[src/rtl/io_device_fifo_bank_if.sv]
// io_device_fifo_bank_if
//   Bundles the CPU-side and external-side signals of io_device_fifo_bank.
//   master: CPU + external harness driving strobes, observing read data/flags.
//   slave : the FIFO bank itself.
//   CPU side : device_id, value_in, is_write, is_read -> value_out
//   Ext side : ext_id, ext_value_in, ext_push, ext_pop -> ext_value_out, ext_valid
//   Status   : error (sticky protocol-violation flag)
interface io_device_fifo_bank_if #(
   parameter int unsigned WIDTH    = 32,
   parameter int unsigned ID_WIDTH = 8
);
   logic [ID_WIDTH-1:0] device_id;
   logic [WIDTH-1:0]    value_in;
   logic                is_write;
   logic                is_read;
   logic [WIDTH-1:0]    value_out;
   logic [ID_WIDTH-1:0] ext_id;
   logic [WIDTH-1:0]    ext_value_in;
   logic                ext_push;
   logic                ext_pop;
   logic [WIDTH-1:0]    ext_value_out;
   logic                ext_valid;
   logic                error;

   modport master (
      output device_id, value_in, is_write, is_read,
      output ext_id, ext_value_in, ext_push, ext_pop,
      input  value_out, ext_value_out, ext_valid, error
   );

   modport slave (
      input  device_id, value_in, is_write, is_read,
      input  ext_id, ext_value_in, ext_push, ext_pop,
      output value_out, ext_value_out, ext_valid, error
   );
endinterface

[src/rtl/io_device_fifo_bank.sv]
// io_device_fifo_bank
//   NUM_DEVICES IO devices, each backed by a DEPTH-entry FIFO. Output devices
//   (OUT_MASK bit set) are filled by the CPU and drained externally; input
//   devices are filled externally and drained by the CPU. STATUS_ID reads back
//   per-device empty/full flags. Any protocol violation sets a sticky error.
//   Ports:
//     clk    : clock, all state changes on posedge
//     resetn : synchronous active-low reset
//     bus    : slave side of io_device_fifo_bank_if (CPU + external signals)
module io_device_fifo_bank #(
   parameter int unsigned                 WIDTH       = 32,
   parameter int unsigned                 ID_WIDTH    = 8,
   parameter int unsigned                 NUM_DEVICES = 4,
   parameter int unsigned                 DEPTH       = 4,
   parameter logic [NUM_DEVICES-1:0]      OUT_MASK    = 4'b1010,
   parameter logic [ID_WIDTH-1:0]         STATUS_ID   = 8'hFF
) (
   input logic                    clk,
   input logic                    resetn,
   io_device_fifo_bank_if.slave   bus
);
   localparam int unsigned PW = $clog2(DEPTH);
   localparam int unsigned CW = $clog2(DEPTH) + 1;
   localparam logic [ID_WIDTH-1:0] NUM_ID = ID_WIDTH'(NUM_DEVICES);

   logic [WIDTH-1:0] mem_q    [NUM_DEVICES][DEPTH];
   logic [PW-1:0]    rd_ptr_q [NUM_DEVICES];
   logic [PW-1:0]    wr_ptr_q [NUM_DEVICES];
   logic [CW-1:0]    count_q  [NUM_DEVICES];
   logic [WIDTH-1:0] shadow_q [NUM_DEVICES];
   logic             error_q;
   logic             error_d;

   logic [NUM_DEVICES-1:0] push_req, pop_req, push_ok, pop_ok, empty, full;

   // Request decode and violation detection. For a given device, push and pop
   // each come from exactly one side, fixed by its direction in OUT_MASK.
   always_comb begin
      logic viol;
      logic cpu_hit, ext_hit, cpu_wr, cpu_rd;
      push_req = '0;
      pop_req  = '0;
      push_ok  = '0;
      pop_ok   = '0;
      empty    = '0;
      full     = '0;
      cpu_wr   = bus.is_write && !bus.is_read;
      cpu_rd   = bus.is_read && !bus.is_write;
      viol     = bus.is_write && bus.is_read;
      if ((bus.is_write || bus.is_read) && (bus.device_id >= NUM_ID)) viol = 1'b1;
      if ((bus.ext_push || bus.ext_pop) && (bus.ext_id >= NUM_ID)) viol = 1'b1;
      for (int unsigned d = 0; d < NUM_DEVICES; d++) begin
         cpu_hit  = (bus.device_id == ID_WIDTH'(d));
         ext_hit  = (bus.ext_id == ID_WIDTH'(d));
         empty[d] = (count_q[d] == '0);
         full[d]  = (count_q[d] == CW'(DEPTH));
         if (OUT_MASK[d]) begin
            push_req[d] = cpu_hit && cpu_wr;
            pop_req[d]  = ext_hit && bus.ext_pop;
            if ((cpu_hit && cpu_rd) || (ext_hit && bus.ext_push)) viol = 1'b1;
         end else begin
            push_req[d] = ext_hit && bus.ext_push;
            pop_req[d]  = cpu_hit && cpu_rd;
            if ((cpu_hit && cpu_wr) || (ext_hit && bus.ext_pop)) viol = 1'b1;
         end
         // A same-cycle valid pop frees the slot, so a push to a full FIFO proceeds.
         pop_ok[d]  = pop_req[d] && !empty[d];
         push_ok[d] = push_req[d] && (!full[d] || pop_ok[d]);
         if (pop_req[d] && !pop_ok[d]) viol = 1'b1;
         if (push_req[d] && !push_ok[d]) viol = 1'b1;
      end
      error_d = error_q | viol;
   end

   always_ff @(posedge clk) begin
      if (!resetn) begin
         error_q <= 1'b0;
         for (int unsigned d = 0; d < NUM_DEVICES; d++) begin
            rd_ptr_q[d] <= '0;
            wr_ptr_q[d] <= '0;
            count_q[d]  <= '0;
            shadow_q[d] <= '0;
         end
      end else begin
         error_q <= error_d;
         for (int unsigned d = 0; d < NUM_DEVICES; d++) begin
            if (push_ok[d]) wr_ptr_q[d] <= wr_ptr_q[d] + 1'b1;
            if (pop_ok[d])  rd_ptr_q[d] <= rd_ptr_q[d] + 1'b1;
            count_q[d] <= count_q[d] + CW'(push_ok[d]) - CW'(pop_ok[d]);
            if (push_ok[d] && OUT_MASK[d]) shadow_q[d] <= bus.value_in;
         end
      end
   end

   // Storage needs no reset: entries are only visible while counted.
   always_ff @(posedge clk) begin
      for (int unsigned d = 0; d < NUM_DEVICES; d++) begin
         if (resetn && push_ok[d])
            mem_q[d][wr_ptr_q[d]] <= OUT_MASK[d] ? bus.value_in : bus.ext_value_in;
      end
   end

   always_comb begin
      bus.value_out     = '0;
      bus.ext_value_out = '0;
      bus.ext_valid     = 1'b0;
      for (int unsigned d = 0; d < NUM_DEVICES; d++) begin
         if (bus.device_id == ID_WIDTH'(d)) begin
            if (OUT_MASK[d])    bus.value_out = shadow_q[d];
            else if (!empty[d]) bus.value_out = mem_q[d][rd_ptr_q[d]];
         end
         if (bus.device_id == STATUS_ID) begin
            bus.value_out[2*d]   = !empty[d];
            bus.value_out[2*d+1] = full[d];
         end
         if ((bus.ext_id == ID_WIDTH'(d)) && OUT_MASK[d] && !empty[d]) begin
            bus.ext_valid     = 1'b1;
            bus.ext_value_out = mem_q[d][rd_ptr_q[d]];
         end
      end
   end

   assign bus.error = error_q;
endmodule

[src/flat_wrapper.sv]
// flat-port wrapper written by rule: the top's interface ports become plain ports
module io_device_fifo_bank_flat 
#(
   parameter int unsigned                 WIDTH       = 32,
   parameter int unsigned                 ID_WIDTH    = 8,
   parameter int unsigned                 NUM_DEVICES = 4,
   parameter int unsigned                 DEPTH       = 4,
   parameter logic [NUM_DEVICES-1:0]      OUT_MASK    = 4'b1010,
   parameter logic [ID_WIDTH-1:0]         STATUS_ID   = 8'hFF
)
  (clk, resetn, bus_device_id, bus_value_in, bus_is_write, bus_is_read, bus_ext_id, bus_ext_value_in, bus_ext_push, bus_ext_pop, bus_value_out, bus_ext_value_out, bus_ext_valid, bus_error);
  io_device_fifo_bank_if #(.WIDTH(WIDTH), .ID_WIDTH(ID_WIDTH)) bus_i ();
  input logic clk;
  input logic resetn;
  input wire logic [$bits(bus_i.device_id)-1:0] bus_device_id;
  input wire logic [$bits(bus_i.value_in)-1:0] bus_value_in;
  input wire logic [$bits(bus_i.is_write)-1:0] bus_is_write;
  input wire logic [$bits(bus_i.is_read)-1:0] bus_is_read;
  input wire logic [$bits(bus_i.ext_id)-1:0] bus_ext_id;
  input wire logic [$bits(bus_i.ext_value_in)-1:0] bus_ext_value_in;
  input wire logic [$bits(bus_i.ext_push)-1:0] bus_ext_push;
  input wire logic [$bits(bus_i.ext_pop)-1:0] bus_ext_pop;
  output wire logic [$bits(bus_i.value_out)-1:0] bus_value_out;
  output wire logic [$bits(bus_i.ext_value_out)-1:0] bus_ext_value_out;
  output wire logic [$bits(bus_i.ext_valid)-1:0] bus_ext_valid;
  output wire logic [$bits(bus_i.error)-1:0] bus_error;
  assign bus_i.device_id = bus_device_id;
  assign bus_i.value_in = bus_value_in;
  assign bus_i.is_write = bus_is_write;
  assign bus_i.is_read = bus_is_read;
  assign bus_i.ext_id = bus_ext_id;
  assign bus_i.ext_value_in = bus_ext_value_in;
  assign bus_i.ext_push = bus_ext_push;
  assign bus_i.ext_pop = bus_ext_pop;
  assign bus_value_out = bus_i.value_out;
  assign bus_ext_value_out = bus_i.ext_value_out;
  assign bus_ext_valid = bus_i.ext_valid;
  assign bus_error = bus_i.error;
  io_device_fifo_bank #(.WIDTH(WIDTH), .ID_WIDTH(ID_WIDTH), .NUM_DEVICES(NUM_DEVICES), .DEPTH(DEPTH), .OUT_MASK(OUT_MASK), .STATUS_ID(STATUS_ID)) u_core (.clk(clk), .resetn(resetn), .bus(bus_i));
endmodule
[config.mk]
export PLATFORM = sky130hd
export DESIGN_NAME = io_device_fifo_bank_flat
export DESIGN_NICKNAME = d
export VERILOG_FILES = /design/src/rtl/io_device_fifo_bank_if.sv /design/src/rtl/io_device_fifo_bank.sv /design/src/flat_wrapper.sv
export SDC_FILE = /design/constraint.sdc
export NUM_CORES = 1
export LEC_CHECK = 0
export BUFFER_PORTS_ARGS = -buffer_cell sky130_fd_sc_hd__buf_2
export CAP_MARGIN = 20
export CORE_UTILIZATION = 55
export CTS_BUF_LIST = sky130_fd_sc_hd__clkbuf_8
export CTS_CLUSTER_DIAMETER = 200
export DETAILED_ROUTE_END_ITERATION = 12
export GPL_ROUTABILITY_DRIVEN = 0
export PLACE_DENSITY = 0.75
export SLEW_MARGIN = 20
export SYNTH_ARGS = -nofsm -noshare
export SYNTH_HDL_FRONTEND = slang
export SYNTH_SLANG_ARGS = --single-unit
[constraint.sdc]
create_clock -name clk -period 6.9 [get_ports clk]
set_clock_uncertainty 0.2 [all_clocks]
set_input_delay 1.38 -clock clk [delete_from_list [all_inputs] [get_ports clk]]
set_output_delay 1.38 -clock clk [all_outputs]
set_load 0.03 [all_outputs]
==> metrics.yaml <==
clockPowerShare_pct: 38.5
multiInputGateArea_um2: 5520
syn_inst: 1282
rsz0062_at_grt: "false"
p_leak_nw: 9.54
power_frac_seq_pct: 58.6
synth_common_cells: "edfxtp_1 (592), mux4_2 (128), inv_1 (87)"
yosys.area.top_type_share_pct: 73.6
die-area_um2: 44800
ios: 152
drv_slew: 0
p_int_mw: 5.45
nFillCells: 3048
detail-route-antenna-nets: 0
insertion_delay_ns: 0.66
syn_area_per_cell_um2: 18.8
start_util_pct: 56.0
nets: 1613
first_iter_violations: 1062
clk_pin_slew_ns: 0.06
setup_tns_ns: 0
drc: 0
yosys-top-cells-area: "edfxtp_1 (74%), mux4_2 (12%), and2_1 (2.2%)"
coreArea_um2: 43200
dpl_cell_area_um2: 25600
crit_required_ns: 5.32
crit_family: "simple AND/OR/NAND/NOR gates"
slowest_stage: "and4_1"
switchingPower_mw: 1.49
dp_cells: 1988
yosysMostFrequentCell: "edfxtp_1"
final_cells: 2155
cts_max_level: 3
slew_headroom_pct: 25.0
cap_viol_max_count: 0
timing.final.hold_violations: 0
outcome: "finished, final reports clean"
grt_use_total_pct: 23.8
path_cells: "buf_2 -> nor4_4 -> and4_1 -> buf_4 -> nand2_1 -> o311ai_0 -> buf_2"
end_kind: "primary output"
overflow: 0
cts_buffers: 94
cts_tree: "done"
wl_per_cell_um: 23.9
dp.final_hpwl_um: 32000
synth_seq_cells: 605
num_rows: 76
comb_power_share_pct: 2.9
antenna_found_initial: 13
seqCellArea_um2: 18000
worst_pin_slew_ns: 1.12
syn-cell-area_um2: 24200
die_w_um: 212
fin_hold_ws_ns: 0.384
synth-main-ff-cell: "edfxtp_1"
grt_pass1_wl_um: 77300
cp_max_fo: 15
setup.worst_path.start_class: "input pin"
p_per_area_nw_per_um2: 254
ys_types: 47
grt_pass1_vias: 12800
cpPeakStageDelay_ns: 0.64
cts_hold_buf: 0
via_per_inst: 5.89
ctsLongestPathBuffers: 3
cts_resized: 0
grt_max_degree: 40
die_h_um: 212
synth_warnings: 0
final_area_um2: 27300
post_cts_buffers: 0
timing.final.crit_share_pct: 72.7
arrival_ns: 3.44
syn_nets: 1396
syn_to_final_growth_pct: 13.0
crit_type: "in2out"
synth_edf_count: 592
ir_worst_vdd_mv: 0.187
setup_violations: 0
wirelength_um: 51500
synthArstFlopShare_pct: 0
min_path_type: "reg2reg"
yosys.area.top_type: "edfxtp_1"
drt_pass1_iterations: 5
port_buffers: 151
timing.fmax_mhz: 199
crit_top_cell: "buf_2"
cts_num_sinks: 605
via_count: 12700
worst-path-buf-inv: 3
p_total_mw: 6.93
layout-drive-gt1-share_pct: 27.8
clock-root-buffer: "clkbuf_8"
period_needed_ns: 5.02
synth_seq_area_share_pct: 74.7
switching_share_pct: 21.5
-- state kept, by name, indices dropped and copies added, names as in the netlist --
signal and flops:
u_core.mem_q 512, u_core.shadow_q 64, u_core.count_q 12, u_core.bus.error 1
u_core.wr_ptr_q 8, u_core.rd_ptr_q 8
-- per-stage QoR --
step | util [%] | worst slack (ns)
3_5_place_dp | 59.4 | 1.87
2_1_floorplan | - | 1.39
4_1_cts | 63.2 | 1.88
5_1_grt | 63.2 | 1.78
3_3_place_gp | 59.4 | 1.94
6_report | 63.2 | 1.88
-- power groups by stage --
stage | sequential [mW] | clock [mW] | combinational (mW)
CTS | 4.06 | 2.72 | 0.205
floorplan | 4.13 | 0 | 0.100
finish | 4.06 | 2.67 | 0.204
global route | 4.06 | 2.87 | 0.220
global placement | 4.14 | 0 | 0.197
detailed placement | 4.14 | 0 | 0.205
-- worst min-delay path, delay by kind of cell, from the launching register on --
family / cells / cell delay (ns)
AND/OR/NAND/NOR: 1 / 0.06
AO/OA/AOI/OAI: 2 / 0.17
flip-flops: 1 / 0.33
-- cell type report --
cell class	count	area share, %
Timing Repair Buffer	186	3.78
Tap cell	585	2.68
Clock inverter	69	1.23
Inverter	87	1.20
Antenna cell	3	0.0275
Sequential cell	605	66.1
Clock buffer	95	4.79
Multi-Input combinational cell	525	20.2
-- path summary, 6_finish.rpt --
check                       startpoint                    to  slack [ns]  cells past startpoint
hold reg to reg       u_core.bus.error      u_core.bus.error        0.38                      3
hold / removal        u_core.bus.error      u_core.bus.error        0.38                      3
setup / recovery      bus_device_id[3]      bus_value_out[0]        1.88                      7
setup reg to reg  u_core.count_q[1][2]  u_core.count_q[1][2]        3.80                     12
-- logic make-up (layout without fill, tap and decap cells) --
| logic type | Yosys count | after routing | share of synthesized area (%) |
|---|---|---|---|
| fa+ha+maj | 28 | 28 | 1.57 |
| buf+inv | 152 | 437 | 2.61 |
| simple gates | 258 | 258 | 5.85 |
| other cells | 0 | 3 | 0 |
| mux | 128 | 128 | 11.9 |
| compound gates | 99 | 99 | 2.92 |
| xor+xnor | 12 | 12 | 0.435 |
| flops | 605 | 605 | 74.7 |
-- cells in the final DEF, fill, tap and decap left out, drive strengths merged, types with 4 or more instances in the layout --
master / instances
inv: 115
a22o: 8
fa: 4
o22ai: 32
dfxtp: 13
clkbuf: 95
edfxtp: 592
and3: 13
a21oi: 11
xnor2: 12
o21ai: 6
nor3b: 4
nand2: 63
a31oi: 5
and2: 85
mux4: 128
buf: 186
a22oi: 23
nand4: 8
clkinvlp: 4
ha: 24
clkinv: 36
nor3: 6
a221o: 4
nand2b: 4
nor2: 26
nand3: 26
nor2b: 8
-- metal layers --
layer	vias up	part of all wire [%]	GRT usage, %
met5	-	0.18	0
met4	14	2.9	9.12
met3	118	8.1	5.70
met2	562	49	38.3
met1	6484	40	31.8
li1	5507	-	-
Power figures use the tool's default switching activity.
